[src/rtl/cpu_pkg.sv]
// +--------------------------------------------------------------------------+
// | cpu_pkg : shared fetch types, decoded-instruction layout and opcodes      |
// | Rev 1.0                                                                   |
// +--------------------------------------------------------------------------+
`default_nettype none

package cpu_pkg;

  typedef enum logic [1:0] {
    ST_OP   = 2'd0,
    ST_REG  = 2'd1,
    ST_IMM1 = 2'd2,
    ST_IMM2 = 2'd3
  } fetch_state_t;

  typedef struct packed {
    logic [4:0]  opcode;
    logic [2:0]  dst;
    logic [2:0]  src1;
    logic [2:0]  src2;
    logic        hasimm1;
    logic        hasimm2;
    logic [7:0]  imm1;
    logic [7:0]  imm2;
    logic [15:0] pc;
    logic [15:0] next_pc;
  } instr_t;

  localparam logic [4:0] OP_NOP = 5'b00000;
  localparam logic [4:0] OP_HLT = 5'b11111;

  function automatic logic [15:0] pc_inc(input logic [15:0] pc);
    return pc + 16'd1;
  endfunction

endpackage

`default_nettype wire

[src/rtl/instr_fifo.sv]
// +--------------------------------------------------------------------------+
// | instr_fifo : DEPTH-entry queue of decoded instructions, flushable         |
// | Rev 1.0                                                                   |
// +--------------------------------------------------------------------------+
`default_nettype none

module instr_fifo
  import cpu_pkg::*;
#(
  parameter int DEPTH = 2,
  parameter int CW    = $clog2(DEPTH + 1)
) (
  input  logic          clk,
  input  logic          rst_n,
  input  logic          i_push,
  input  instr_t        i_push_data,
  input  logic          i_pop,
  input  logic          i_flush,
  output instr_t        o_head,
  output logic          o_valid,
  output logic [CW-1:0] o_count
);

  localparam int              PW      = (DEPTH > 1) ? $clog2(DEPTH) : 1;
  localparam logic [PW-1:0]   c_LAST  = PW'(DEPTH - 1);
  localparam logic [CW-1:0]   c_DEPTH = CW'(DEPTH);

  instr_t        r_mem [DEPTH];
  logic [PW-1:0] r_wr_ptr;
  logic [PW-1:0] r_rd_ptr;
  logic [CW-1:0] r_count;
  logic          w_push;
  logic          w_pop;

  function automatic logic [PW-1:0] ptr_next(input logic [PW-1:0] p);
    return (p == c_LAST) ? '0 : p + PW'(1);
  endfunction

  assign w_pop  = i_pop && (r_count != '0);
  assign w_push = i_push && (r_count != c_DEPTH);

  always_ff @(posedge clk or negedge rst_n) begin
    if (!rst_n) begin
      r_wr_ptr <= '0;
      r_rd_ptr <= '0;
      r_count  <= '0;
      for (int i = 0; i < DEPTH; i++) r_mem[i] <= '0;
    end else if (i_flush) begin
      r_wr_ptr <= '0;
      r_rd_ptr <= '0;
      r_count  <= '0;
    end else begin
      if (w_push) begin
        r_mem[r_wr_ptr] <= i_push_data;
        r_wr_ptr        <= ptr_next(r_wr_ptr);
      end
      if (w_pop) r_rd_ptr <= ptr_next(r_rd_ptr);
      case ({w_push, w_pop})
        2'b10:   r_count <= r_count + CW'(1);
        2'b01:   r_count <= r_count - CW'(1);
        default: r_count <= r_count;
      endcase
    end
  end

  // Head is a pure register read, so valid/fields never see rom_data or ready.
  assign o_head  = r_mem[r_rd_ptr];
  assign o_valid = (r_count != '0);
  assign o_count = r_count;

endmodule

`default_nettype wire

[src/rtl/instr_fetch.sv]
// +--------------------------------------------------------------------------+
// | instr_fetch : byte-serial fetch FSM assembling 2..4 byte instructions     |
// | Rev 1.0                                                                   |
// +--------------------------------------------------------------------------+
`default_nettype none

module instr_fetch
  import cpu_pkg::*;
#(
  parameter logic [15:0] RESET_PC = 16'h0000,
  parameter int          DEPTH    = 2
) (
  input  logic        clk,
  input  logic        rst_n,
  output logic [15:0] rom_addr,
  input  logic [7:0]  rom_data,
  input  logic        redirect_valid,
  input  logic [15:0] redirect_pc,
  output logic        instr_valid,
  input  logic        instr_ready,
  output logic [4:0]  instr_opcode,
  output logic [2:0]  instr_dst,
  output logic [2:0]  instr_src1,
  output logic [2:0]  instr_src2,
  output logic        instr_hasimm1,
  output logic        instr_hasimm2,
  output logic [7:0]  instr_imm1,
  output logic [7:0]  instr_imm2,
  output logic [15:0] instr_pc,
  output logic [15:0] instr_next_pc,
  output logic        halted
);

  localparam int            CW      = $clog2(DEPTH + 1);
  localparam logic [CW-1:0] c_DEPTH = CW'(DEPTH);

  fetch_state_t  r_state;
  fetch_state_t  w_state_nxt;
  logic [15:0]   r_pc;
  logic [15:0]   w_pc_nxt;
  instr_t        r_cur;
  instr_t        w_cur_nxt;
  instr_t        w_head;
  logic          r_halted;
  logic          w_consume;
  logic          w_push;
  logic          w_pop;
  logic          w_space;
  logic          w_valid;
  logic [CW-1:0] w_count;

  assign w_space = (w_count < c_DEPTH);
  assign w_pop   = w_valid & instr_ready;

  always_ff @(posedge clk or negedge rst_n) begin
    if (!rst_n)              r_state <= ST_OP;
    else if (redirect_valid) r_state <= ST_OP;
    else                     r_state <= w_state_nxt;
  end

  // w_cur_nxt is the instruction as it will look after this byte; on the
  // final byte it is pushed directly, so completion costs no extra cycle.
  always_comb begin
    w_state_nxt = r_state;
    w_cur_nxt   = r_cur;
    w_consume   = 1'b0;
    w_push      = 1'b0;
    case (r_state)
      ST_OP: begin
        if (w_space && !r_halted) begin
          w_consume         = 1'b1;
          w_cur_nxt         = '0;
          w_cur_nxt.opcode  = rom_data[4:0];
          w_cur_nxt.dst     = rom_data[7:5];
          w_cur_nxt.pc      = r_pc;
          w_state_nxt       = ST_REG;
        end
      end
      ST_REG: begin
        w_consume         = 1'b1;
        w_cur_nxt.hasimm1 = rom_data[7];
        w_cur_nxt.hasimm2 = rom_data[6];
        w_cur_nxt.src1    = rom_data[5:3];
        w_cur_nxt.src2    = rom_data[2:0];
        if (rom_data[7])      w_state_nxt = ST_IMM1;
        else if (rom_data[6]) w_state_nxt = ST_IMM2;
        else begin
          w_push      = 1'b1;
          w_state_nxt = ST_OP;
        end
      end
      ST_IMM1: begin
        w_consume      = 1'b1;
        w_cur_nxt.imm1 = rom_data;
        if (r_cur.hasimm2) w_state_nxt = ST_IMM2;
        else begin
          w_push      = 1'b1;
          w_state_nxt = ST_OP;
        end
      end
      ST_IMM2: begin
        w_consume      = 1'b1;
        w_cur_nxt.imm2 = rom_data;
        w_push         = 1'b1;
        w_state_nxt    = ST_OP;
      end
      default: w_state_nxt = ST_OP;
    endcase
    if (w_consume) w_cur_nxt.next_pc = pc_inc(r_pc);
    w_pc_nxt = w_consume ? pc_inc(r_pc) : r_pc;
  end

  always_ff @(posedge clk or negedge rst_n) begin
    if (!rst_n) begin
      r_pc     <= RESET_PC;
      r_cur    <= '0;
      r_halted <= 1'b0;
    end else if (redirect_valid) begin
      r_pc     <= redirect_pc;
      r_cur    <= '0;
      r_halted <= 1'b0;
    end else begin
      r_pc  <= w_pc_nxt;
      r_cur <= w_cur_nxt;
      if (w_push && (w_cur_nxt.opcode == OP_HLT)) r_halted <= 1'b1;
    end
  end

  instr_fifo #(
    .DEPTH (DEPTH),
    .CW    (CW)
  ) u_fifo (
    .clk         (clk),
    .rst_n       (rst_n),
    .i_push      (w_push),
    .i_push_data (w_cur_nxt),
    .i_pop       (w_pop),
    .i_flush     (redirect_valid),
    .o_head      (w_head),
    .o_valid     (w_valid),
    .o_count     (w_count)
  );

  assign rom_addr      = r_pc;
  assign halted        = r_halted;
  assign instr_valid   = w_valid;
  assign instr_opcode  = w_head.opcode;
  assign instr_dst     = w_head.dst;
  assign instr_src1    = w_head.src1;
  assign instr_src2    = w_head.src2;
  assign instr_hasimm1 = w_head.hasimm1;
  assign instr_hasimm2 = w_head.hasimm2;
  assign instr_imm1    = w_head.imm1;
  assign instr_imm2    = w_head.imm2;
  assign instr_pc      = w_head.pc;
  assign instr_next_pc = w_head.next_pc;

endmodule

`default_nettype wire

[config.mk]
export PLATFORM = sky130hd
export DESIGN_NAME = instr_fetch
export DESIGN_NICKNAME = d
export VERILOG_FILES = /design/src/rtl/cpu_pkg.sv /design/src/rtl/instr_fifo.sv /design/src/rtl/instr_fetch.sv
export SDC_FILE = /design/constraint.sdc
export NUM_CORES = 1
export LEC_CHECK = 0
export CAP_MARGIN = 15
export CORE_AREA = 4 4 181 183
export DETAILED_ROUTE_END_ITERATION = 7
export DIE_AREA = 0 0 185 187
export GPL_ROUTABILITY_DRIVEN = 0
export PLACE_DENSITY = 0.52
export SLEW_MARGIN = 10
export SYNTH_ARGS = -nofsm -noshare
export SYNTH_HDL_FRONTEND = slang
export SYNTH_SLANG_ARGS = --single-unit
[constraint.sdc]
create_clock -name clk -period 5.9 [get_ports clk]
set_input_delay 1.18 -clock clk [delete_from_list [all_inputs] [get_ports clk]]
set_output_delay 1.18 -clock clk [all_outputs]
set_load 0.02 [all_outputs]
==> results of run 1 <==
logic make-up after synthesis:
kind of cell	share of synthesized area [%]
DFF	54.3
adders and majority gates	0.758
AOI/OAI and AO/OA	6.89
and+or+nand+nor	9.69
buffers and inverters	2.89
muxes	24.0
xor gates and xnor gates	1.50
area by class of cell:
| cell class | instances | share of cell area (%) |
|---|---|---|
| Timing Repair Buffer | 118 | 9.61 |
| Multi-Input combinational cell | 504 | 34.8 |
| Sequential cell | 215 | 44.0 |
| Clock inverter | 8 | 0.942 |
| Clock buffer | 37 | 6.30 |
| Tap cell | 402 | 4.11 |
| Inverter | 8 | 0.246 |
synthesized netlist by cell type (2+ instances only):
cell	number	share of area, %
ha_1	6	0.76
and2_1	60	3.8
o2bb2ai_1	4	0.35
dfrtp_1	215	54
a311o_1	2	0.20
o211ai_1	2	0.15
buf_6	8	0.91
nor2b_1	2	0.13
nand3b_1	5	0.38
nand4_1	6	0.38
or4_1	7	0.53
nand2b_1	6	0.38
nor2_1	26	0.98
xor2_1	4	0.35
inv_1	8	0.30
nand3_1	7	0.35
mux2_4	5	0.76
o31ai_1	8	0.61
or3_1	4	0.25
mux2_2	198	23
mux2i_1	7	0.71
nor4_1	8	0.51
o21ai_0	29	1.5
a22o_1	24	2.1
clkbuf_1	35	1.3
nand2_1	31	1.2
a31oi_1	11	0.69
nor3_1	7	0.35
buf_1	2	0.076
a21oi_1	8	0.40
buf_2	4	0.20
xnor2_1	13	1.1
report_power, final:
part / internal (mW) / switching, mW / total, mW
registers: 1.66 / 0.112 / 1.78
logic: 0.542 / 0.501 / 1.04
clock network: 1.03 / 0.612 / 1.64
worst max-delay path: cells and delay by family, from the launching register on:
family / cells / cell delay, ns
mux: 1 / 0.39
buf+inv: 2 / 0.94
flops: 1 / 1.08
registers in the layout, summed over array words and instances, names as in the netlist:
name and count:
u_fifo.r_rd_ptr 1, r_state 2, u_fifo.o_count 2, rom_addr 16, halted 1, u_fifo.r_wr_ptr 1
u_fifo.r_mem 128, r_cur 64
metrics by stage:
step                      setup slack, ns  hold WS (ns)  cell area [um^2]  cells  utilization [%]
after detailed placement             1.66         0.478             11300   1247             36.3
after global placement               1.77         0.479             11300   1247             36.3
final                                1.78         0.491             12200   1292             39.1
after CTS                            1.67         0.498             12200   1292             39.1
after floorplan                      2.99         0.452              9910    777                -
after global routing                 1.61         0.512             12200   1292             39.1
per-layer routing:
metal / vias to the layer above / part of all wire (%)
li1: 2955 / -
met1: 3214 / 48
met2: 102 / 46
met3: 37 / 3.6
met4: 0 / 1.9
met5: - / 0
path summary, 6_finish.rpt:
path	end
max in group asynchronous	r_cur[40]
setup reg to reg	u_fifo.r_mem[121]
setup / recovery	instr_next_pc[14]
hold / removal	u_fifo.r_mem[77]
hold reg to reg	u_fifo.r_mem[77]
min in group asynchronous	u_fifo.r_mem[22]
==> summary.txt, run 1 <==
Clocking
  – CTS max path bufs: 3
  – H-Tree Depth: 1
  – Clk root buf: clkbuf_16
  – CTS resizes: 0
  – Clk pin slew, worst setup/hold paths: 0.06 ns
  – Hold_buf cts: 0
  – Post-CTS setup buffer count: 0
  – CTS sink cnt: 215
  – Clk_lat worst skew: 0.51 ns
  – TritonCTS Buffers: 25
  – CTS tree: built

STA
  – TNS Setup: 0 ns
  – RSZ-0062 raised after global routing: no
  – Crit share post-route: 69.8%
  – Final worst path period need: 4.12 ns
  – Max-Slew Margin vs Limit: 27.5%
  – Max Clock Skew: 0.0102 ns
  – FMAX: 0.243 GHz
  – # setup viols final: 0
  – Worst-margin pin slew: 1.09 ns
  – Pins Over Slew Limit: 0
  – Hold Vio Cnt, Final: 0

Layout
  – Fin nets: 906
  – Register Area: 5380 um^2
  – Most frequent cells in the layout: dfrtp_1, mux2_2, clkdlybuf4s50_1, and2_1, nand2_1
  – Number of diodes: 0
  – Share of layout cells above drive strength 1: 29.7%
  – Area of the multi-input gates: 4250 um^2
  – Fillers: 3067
  – Most common cell after layout, fill and taps aside: dfrtp_1
  – Area Overhead vs Synth: 23.4%

Worst setup path
  – Crit path kind: reg -> out
  – CP Cell Sequence: buf_4, mux2_2, clkdlybuf4s50_1
  – Max incr delay on CP: 1.08 ns
  – Worst Reg2Reg Path Length in Cells: 6
  – Worst reg2reg startpoint: r_state[1]
  – R2r setup slk: 2.47 ns
  – Crit-path slowest cell: dfrtp_2
  – Required @ worst endpoint: 4.72 ns
  – CP Launch Point: u_fifo.r_rd_ptr
  – CP Max Fanout: 40
  – Startpoint Class: flip-flop
  – Critical path endpoint category: primary output
  – CP arrival: 2.94 ns

Floorplan
  – Die Ht: 187 um
  – Overall die width: 185 um
  – Initial Util: 31.7%
  – IO Pins: 110
  – Die footprint: 34600 um^2
  – Core Area: 31200 um^2
  – Rows: 65

Synthesis
  – Post-Syn Instances: 777
  – Yosys warns: 0
  – EDFF count, synth: 0
  – Unique masters post-synth: 47
  – Post-Syn Area: 9910 um^2
  – Asr flop ratio synth: 100%
  – Avg Synthesized Cell Area: 12.8 um^2
  – Syn Nets: 811
  – Most used DFF post-synth: dfrtp_1
  – Seq/Total Area, Yosys: 54.3%
  – Synthesis-stage register bit count: 215

Power
  – Leak: 5.52 nW
  – Total power: 4.46 mW
  – Pwr dens: 365 nW/um^2
  – VDD IR-drop max: 0.191 mV

Global routing
  – Antenna violations before repair: 0
  – Overall routing resource usage: 14.1%
  – Met3 Use GR: 2.12%
  – First-pass GRT wire length: 39500 um
  – Remaining Overflow, GRT: 0
  – Vias in the first global route: 6697
  – Largest net degree at the start of global routing: 104
  – M1 GR Usage: 20.7%
  – Met2 Usage GRT: 22.1%
  – Layer with the highest usage: met2

Hold path
  – Worst Min Path Start: u_fifo.r_mem[77]
  – Hold depth: 1
  – Tightest Hold Check Type: reg -> reg

Flow run
  – Maxcap violations: 0

Detailed routing
  – DR WL/cell: 18.8 um
  – Vias per cell: 4.88
  – Via count: 6308
  – Antenna Nets Post-Route: 0
  – Final wirelength: 24300 um
  – TritonRoute pass-1 iters: 4
  – Drt first-iter violations: 348
  – Post-route DRC violation count: 0

Placed design
  – I/O Buffers: 109
  – Dpl hpwl: 15300 um

Status
  – Outcome: completed
No activity file was read; power rests on OpenSTA's default activity.
==> run 2, diff against run 1 <==
--- a/config.mk
+++ b/config.mk
@@ -10,7 +10,7 @@
 export DETAILED_ROUTE_END_ITERATION = 7
 export DIE_AREA = 0 0 185 187
 export GPL_ROUTABILITY_DRIVEN = 0
-export PLACE_DENSITY = 0.52
+export PLACE_DENSITY = 0.54
 export SLEW_MARGIN = 10
 export SYNTH_ARGS = -nofsm -noshare
 export SYNTH_HDL_FRONTEND = slang
==> constraint.sdc (replaced) <==
create_clock -name clk -period 3.6 [get_ports clk]
set_input_delay 0.72 -clock clk [delete_from_list [all_inputs] [get_ports clk]]
set_output_delay 0.72 -clock clk [all_outputs]
set_load 0.02 [all_outputs]
==> summary.txt, run 2 (synthesis results as in run 1) <==
Status
  – Outcome: completed

Power
  – Leak: 5.51 nW (about the same)
  – Switching Fraction: 28.4% (+0.94 points)
  – VDD IR-drop max: 0.264 mV (+38%)
  – Portion of total power attributed to combinational logic: 24.8% (+1.4 points)
  – Pwr dens: 572 nW/um^2 (+57%)
  – Clk pwr share: 33.8% (-3.0 points)
  – Switching power: 1.99 mW (+62%)
  – Sequential power share: 41.4% (+1.6 points)
  – Int Pwr: 5.01 mW (+55%)
  – Total power: 6.99 mW (+57%)

Worst setup path
  – Critical path endpoint category: primary output
  – Crit path max-delay family: buffers and inverters
  – Levels on crit path: 3 (unchanged)
  – CP Cell Sequence: buf_4, mux2_2, clkdlybuf4s50_1
  – CP Max Fanout: 41 (+2.5%)
  – Required @ worst endpoint: 2.88 ns (-1.84 ns)
  – Crit path kind: reg -> out
  – Crit-path slowest cell: clkdlybuf4s50_1
  – Max incr delay on CP: 0.55 ns (-0.53 ns)
  – Worst Reg2Reg Path Length in Cells: 7 (+1)
  – Startpoint Class: flip-flop
  – Buf/Inv on CP: 2 (unchanged)
  – CP arrival: 2.41 ns (-0.53 ns)

Clocking
  – H-Tree Depth: 1 (unchanged)
  – CTS tree: built
  – Clk root buf: clkbuf_16
  – Clk pin slew, worst setup/hold paths: 0.06 ns (about the same)
  – Post-CTS setup buffer count: 0 (unchanged)
  – TritonCTS Buffers: 25 (unchanged)
  – Clk_lat worst skew: 0.51 ns (about the same)
  – CTS resizes: 0 (unchanged)
  – Hold_buf cts: 0 (unchanged)
  – CTS sink cnt: 215 (unchanged)
  – CTS max path bufs: 3 (unchanged)

Detailed routing
  – Post-route DRC violation count: 0 (unchanged)
  – Metal2 WL: 11100 um (-0.80%)
  – TritonRoute pass-1 iters: 4 (unchanged)
  – Vias per cell: 4.91 (+0.47%)
  – Via count: 6387 (+1.3%)
  – Final wirelength: 24500 um (+1.0%)
  – DR WL/cell: 18.8 um (+0.25%)
  – Antenna Nets Post-Route: 0 (unchanged)
  – Drt first-iter violations: 320 (-8.0%)
  – Highest metal used: met4
  – Routed wl met3: 1000 um (+16%)
  – Metal-1 WL: 12000 um (+2.5%)

STA
  – Worst-margin pin slew: 0.716 ns (-0.372 ns)
  – Crit share post-route: 86.8%
  – TNS Setup: 0 ns (unchanged)
  – Final worst path period need: 3.13 ns
  – Fin worst setup slack: 0.474 ns (-1.31 ns)
  – Max Clock Skew: 0.00977 ns (-0.000398 ns)
  – FMAX: 0.320 GHz
  – Pins Over Slew Limit: 0 (unchanged)
  – Max-Slew Margin vs Limit: 52.3% (+25 points)
  – RSZ-0062 raised after global routing: no
  – Hold Vio Cnt, Final: 0 (unchanged)
  – # setup viols final: 0 (unchanged)

Placed design
  – I/O Buffers: 109 (unchanged)
  – Placed cell area: 11500 um^2 (+1.2%)
  – Dpl hpwl: 15900 um (+3.8%)
  – Worst slack at placement: 0.520 ns (-1.14 ns)

Flow run
  – Maxcap violations: 0 (unchanged)

Floorplan
  – Die footprint: 34600 um^2 (unchanged)
  – Rows: 65 (unchanged)
  – Core Area: 31200 um^2 (unchanged)
  – Initial Util: 31.7% (unchanged)
  – Overall die width: 185 um (unchanged)
  – Die Ht: 187 um (unchanged)
  – IO Pins: 110 (unchanged)

Global routing
  – Vias in the first global route: 6759 (+0.93%)
  – First-pass GRT wire length: 39700 um (+0.40%)
  – Largest net degree at the start of global routing: 82 (-21%)
  – Overall routing resource usage: 14.2% (+0.13 points)
  – Remaining Overflow, GRT: 0 (unchanged)
  – Antenna violations before repair: 0 (unchanged)

Layout
  – Most frequent cells in the layout: dfrtp_1, mux2_2, clkdlybuf4s50_1, and2_1, nand2_1
  – Post-route cell area: 12200 um^2 (about the same)
  – Fin nets: 917 (+1.2%)
  – Area Overhead vs Synth: 23.5% (about the same)
  – Largest register FFs: 128 (unchanged)
  – Most common cell after layout, fill and taps aside: dfrtp_1
  – Share of layout cells above drive strength 1: 29.7% (+0.037 points)
  – Top reg by flops: u_fifo.r_mem

Hold path
  – Tightest Hold Check Type: in -> async
[run 2: layer usage]
| metal | track usage, % | vias to the layer above |
|---|---|---|
| met5 | 0 | - |
| met4 | 2.85 | 0 |
| met3 | 2.26 | 28 |
| met2 | 22.5 | 109 |
| met1 | 20.8 | 3264 |
| li1 | - | 2986 |
[run 2: worst paths after layout]
check                                 start          endpoint  slack (ns)
min reg2reg                u_fifo.r_mem[78]  u_fifo.r_mem[78]        0.48
max in group asynchronous             rst_n  u_fifo.r_mem[81]        2.62
max                         u_fifo.r_rd_ptr      instr_pc[14]        0.47
max reg2reg                      r_state[1]  u_fifo.r_mem[61]        0.62
min in group clk           u_fifo.r_mem[78]  u_fifo.r_mem[78]        0.48
min                                   rst_n  u_fifo.r_mem[70]        0.16
[run 2: power groups by stage]
stage	clock, mW	sequential, mW	combinational, mW
2_1_floorplan	0	2.90	1.01
3_3_place_gp	0	2.93	1.76
3_5_place_dp	0	2.94	1.76
4_1_cts	2.44	2.90	1.77
5_1_grt	2.55	2.94	1.88
6_report	2.36	2.90	1.73
[run 2: layout make-up]
type                            count  area (um^2)
Fill cell                        3056        19000
Inverter                            8         30.0
Sequential cell                   215         5380
Clock inverter                      5         35.0
Timing Repair Buffer              129         1310
Clock buffer                       38          724
Multi-Input combinational cell    504         4250
Antenna cell                        1         2.50
Tap cell                          402          503
[run 2: through the flow]
stage               util [%]  hold slack [ns]  std cells
detailed placement      36.7            0.471       1258
CTS                     39.2            0.150       1301
floorplan                  -            0.424        777
global placement        36.7            0.475       1258
finish                  39.2            0.158       1302
global route            39.2            0.169       1301
[run 2: worst register-to-register path, stage by stage, from the launching register on]
cell,delay (ns)
dfrtp_1,0.41
inv_1,0.12
ha_1,0.48
or3b_4,0.49
a311o_1,0.49
nor2_4,0.21
buf_12,0.26
mux2_2,0.40
